<file path="config.mk">
export PLATFORM = sky130hd
export DESIGN_NAME = exec_sequencer
export DESIGN_NICKNAME = d
export VERILOG_FILES = /design/src/rtl/exec_sequencer.sv
export SDC_FILE = /design/constraint.sdc
export NUM_CORES = 1
export LEC_CHECK = 0
export ABC_AREA = 1
export ABC_CLOCK_PERIOD_IN_PS = 4500
export CORE_MARGIN = 2
export CORE_UTILIZATION = 25
export DETAILED_ROUTE_END_ITERATION = 12
export GPL_TIMING_DRIVEN = 0
export HOLD_SLACK_MARGIN = 0.02
export PLACE_DENSITY = 0.48
export SYNTH_ARGS = -nofsm -noshare
export SYNTH_HDL_FRONTEND = slang
export SYNTH_SLANG_ARGS = --single-unit
</file>
<file path="constraint.sdc">
create_clock -name clk -period 4.5 [get_ports clk]
set_input_delay 0.9 -clock clk [delete_from_list [all_inputs] [get_ports clk]]
set_output_delay 0.9 -clock clk [all_outputs]
set_load 0.05 [all_outputs]
</file>
<file path="src/rtl/exec_sequencer.sv">
// exec_sequencer: multi-cycle fetch/execute/memory/writeback control for the RV32 datapath,
// gating pc/rf/ir writes, with handshake timeout, ebreak halt and retired-instruction count.
module exec_sequencer #(
  parameter int TIMEOUT = 16,
  parameter int CNT_W   = 32
) (
  input  logic             clk,
  input  logic             rst,
  input  logic             run,
  output logic             ifu_req,
  input  logic             ifu_ready,
  input  logic             ifu_rvalid,
  output logic             ir_wen,
  input  logic             is_load,
  input  logic             is_store,
  input  logic             is_ebreak,
  input  logic             en_Wreg_in,
  output logic             lsu_req,
  output logic             lsu_we,
  input  logic             lsu_ready,
  input  logic             lsu_rvalid,
  output logic             wb_sel_mem,
  output logic             pc_wen,
  output logic             rf_wen,
  output logic             halted,
  output logic             err,
  output logic [CNT_W-1:0] instret
);
  localparam int TW = $clog2(TIMEOUT);
  typedef enum logic [3:0] {
    IDLE, FETCH_REQ, FETCH_WAIT, EXEC, MEM_REQ, MEM_WAIT, WB, HALT, ERR
  } state_t;
  state_t state, nxt;
  logic [TW-1:0] tcnt;
  logic expire, retire, count;
  assign expire = tcnt == TW'(TIMEOUT - 1);
  always_comb begin
    nxt        = state;
    ifu_req    = 1'b0;
    ir_wen     = 1'b0;
    lsu_req    = 1'b0;
    lsu_we     = 1'b0;
    wb_sel_mem = 1'b0;
    pc_wen     = 1'b0;
    rf_wen     = 1'b0;
    halted     = 1'b0;
    err        = 1'b0;
    retire     = 1'b0;
    count      = 1'b0;
    case (state)
      IDLE: nxt = run ? FETCH_REQ : IDLE;
      FETCH_REQ: begin
        ifu_req = 1'b1;
        nxt     = ifu_ready ? FETCH_WAIT : expire ? ERR : FETCH_REQ;
      end
      FETCH_WAIT: begin
        ir_wen = ifu_rvalid;
        nxt    = ifu_rvalid ? EXEC : expire ? ERR : FETCH_WAIT;
      end
      EXEC:
        if (is_load && is_store) nxt = ERR;
        else if (is_ebreak) begin
          count = 1'b1;
          nxt   = HALT;
        end else if (is_load || is_store) nxt = MEM_REQ;
        else retire = 1'b1;
      MEM_REQ: begin
        lsu_req = 1'b1;
        lsu_we  = is_store;
        nxt     = lsu_ready ? MEM_WAIT : expire ? ERR : MEM_REQ;
      end
      MEM_WAIT:
        if (lsu_rvalid) begin
          retire = is_store;
          nxt    = is_store ? state : WB;
        end else if (expire) nxt = ERR;
      WB: begin
        wb_sel_mem = 1'b1;
        retire     = 1'b1;
      end
      HALT: halted = 1'b1;
      ERR: err = 1'b1;
      default: nxt = ERR;
    endcase
    // a store acknowledge retires without a register write
    if (retire) begin
      pc_wen = 1'b1;
      rf_wen = en_Wreg_in && state != MEM_WAIT;
      count  = 1'b1;
      nxt    = run ? FETCH_REQ : IDLE;
    end
  end
  always_ff @(posedge clk or negedge rst) begin
    if (!rst) begin
      state   <= IDLE;
      tcnt    <= '0;
      instret <= '0;
    end else begin
      state   <= nxt;
      tcnt    <= nxt != state ? '0
               : state inside {FETCH_REQ, FETCH_WAIT, MEM_REQ, MEM_WAIT} ? tcnt + 1'b1 : tcnt;
      if (count) instret <= instret + 1'b1;
    end
  end
endmodule
</file>
==> flow_summary.yaml <==
status:
  status: "finished, final reports clean"
worst_hold_path:
  hold_class: "in2async"
floorplanning:
  num_rows: 37
  top_level_ports: 52
  die_area_mm2: 0.0112
  fp.dieH_um: 106
  fp.dieW_um: 106
  start_util: 0.254
  core_mm2: 0.0102
sta:
  final-setup-viol-count: 0
  worst_pin_slew_ns: 0.537
  slew_viol_final: 0
  relSlewSlack: 0.641
  fin_crit_ns: 3.69
  max_freq_ghz: 0.271
  hold_violations: 0
  finalSetupTns_ns: 0
  rsz0062_at_grt: "no"
  timing.final.crit_share: 0.820
  fin_skew_ns: 0.00826
clocking:
  root_buffer: "clkbuf_8"
  tritoncts.num_buffers: 5
  path_clk_slew_ns: 0.08
  tritoncts: "built"
  clock-sinks: 40
  insertion_delay_ns: 0.29
  cts_resized: 0
  post-cts-setup-buffer-count: 0
  h-tree-depth: 2
  clk_path_buf_depth: 2
  hold_buffers: 0
global_route:
  grt_use_total: 0.121
  overflow: 0
  antenna_found_initial: 0
  grt_max_degree: 30
  grt_pass1_vias: 2210
  grt_pass1_wl_um: 10800
place:
  dp.cells: 554
  numPortBuffers: 51
  hpwl_um: 5370
  gp_congestion: 0.900
worst_setup_path:
  reg2reg_slack_ns: 2.55
  ff2ff_path_depth: 11
  worstReg2RegStart: "state[2]$_DFF_PN0_"
  crit_type: "in2out"
  end_kind: "primary output"
  reg2reg_to: "instret[23]$_DFFE_PN0P_"
  startpoint_type: "input port"
  critPathMaxFanout: 6
  arrival_ns: 2.79
  critPathRequiredTime_ns: 3.60
power:
  ir_drop_uv: 101
  powerDensity_mw_per_mm2: 199
  p_leak_nw: 1.51
route:
  firstDrtPassIters: 5
  postRouteAntennaNets: 0
  drc: 0
  drt-initial-drc-count: 128
  viasPerCell: 4.28
  wl_per_cell_um: 11.9
  num_vias: 2408
  routed_wl_um: 6680
synthesis:
  synthesis.area_mm2: 0.00259
  ys_ff_latch: 40
  syn_nets: 379
  syn_area_per_cell_um2: 7.08
  yosysUniqueCellTypes: 25
  yosysSeqAreaShare: 0.386
  syn_inst: 366
  yosysWarnings: 0
finish:
  syn_to_final_growth_pct: 31.0
  layoutNonFillerInstCount: 562
  n_antenna_cell: 0
  nets: 438
  multi_input_area_mm2: 0.00135
  ff_latch_area_mm2: 0.00100
  nFillCells: 1120
  drive_above_1_share: 0.0681
job:
  max_cap_violations: 0
## metal layers
layer,vias to the layer above,share of wire,global-route usage
li1,1256,-,-
met1,1112,0.53,0.179
met2,35,0.44,0.183
met3,5,0.025,0.0173
met4,0,0.0057,0.0310
met5,-,0,0
## stage by stage
stage	setup slack [ns]	hold slack [ns]	total power, W	instance area [µm²]	util
6_report	0.811	0.472	0.000674	3390	0.333
5_1_grt	0.714	0.478	0.000699	3390	0.333
3_3_place_gp	0.811	0.510	0.000389	3270	0.321
2_1_floorplan	1.66	0.541	0.000370	2590	-
4_1_cts	0.794	0.475	0.000683	3390	0.333
3_5_place_dp	0.795	0.509	0.000390	3290	0.323
## critical path, cell delays in order
cell,delay (ns)
clkdlybuf4s50_1,0.50
nor2_1,0.21
nand3_1,0.10
nand2_1,0.11
nor2_4,0.07
nor2_1,0.08
clkdlybuf4s50_1,0.81
## worst max-delay path by stage
stage,start,endpoint,cells past startpoint
floorplan,is_store,rf_wen,5
global placement,is_store,rf_wen,7
detailed placement,is_store,rf_wen,7
CTS,is_store,rf_wen,7
global route,is_store,rf_wen,7
finish,is_store,rf_wen,7
## synthesized netlist by cell type, drive strengths merged
cell	n	share of area
nand2	101	0.15
nor2	68	0.11
inv	56	0.081
dfrtp	40	0.39
nand3	25	0.055
xor2	23	0.078
nor3	14	0.029
nand4	10	0.024
o21ai	10	0.019
xnor2	7	0.024
a21oi	3	0.0058
buf	3	0.011
ha	2	0.0097
nor4	2	0.0048
mux2	1	0.0043
nand3b	1	0.0029
## power breakdown
group	total, W	switching (W)	internal [W]
registers	0.000359	0	0.000359
clock network	0.000291	0.000126	0.000165
logic	0.0000233	0.0000131	0.0000102
total	0.000674	0.000140	0.000534
## cell type report
class | instances | share of cell area
Sequential cell | 40 | 0.295
Multi-Input combinational cell | 267 | 0.398
Tap cell | 136 | 0.0501
Inverter | 56 | 0.0619
Clock buffer | 6 | 0.0214
Clock inverter | 2 | 0.0103
Timing Repair Buffer | 52 | 0.155
Buffer | 3 | 0.00811
## layout by cell type, fill, tap and decap left out, drive strengths merged
| cell type | synthesis | layout |
|---|---|---|
| a21oi | 3 | 3 |
| buf | 3 | 5 |
| bufinv | 0 | 1 |
| clkbuf | 0 | 6 |
| clkdlybuf4s50 | 0 | 50 |
| clkinv | 0 | 1 |
| dfrtp | 40 | 40 |
| ha | 2 | 2 |
| inv | 56 | 56 |
| mux2 | 1 | 1 |
| nand2 | 101 | 101 |
| nand3 | 25 | 25 |
| nand3b | 1 | 1 |
| nand4 | 10 | 10 |
| nor2 | 68 | 68 |
| nor3 | 14 | 14 |
| nor4 | 2 | 2 |
| o21ai | 10 | 10 |
| xnor2 | 7 | 7 |
| xor2 | 23 | 23 |
## state kept, by name, indices dropped and copies added (netlist names)
name     cells
state        4
instret     32
tcnt         4
## kinds of logic after synthesis
family,synth area share
xor+xnor,0.101
simple gates,0.381
compound gates,0.0251
mux,0.00435
fa+ha+maj,0.00966
flops,0.386
buf+inv,0.0918
Note: power is estimated with default switching activity, not from simulation.
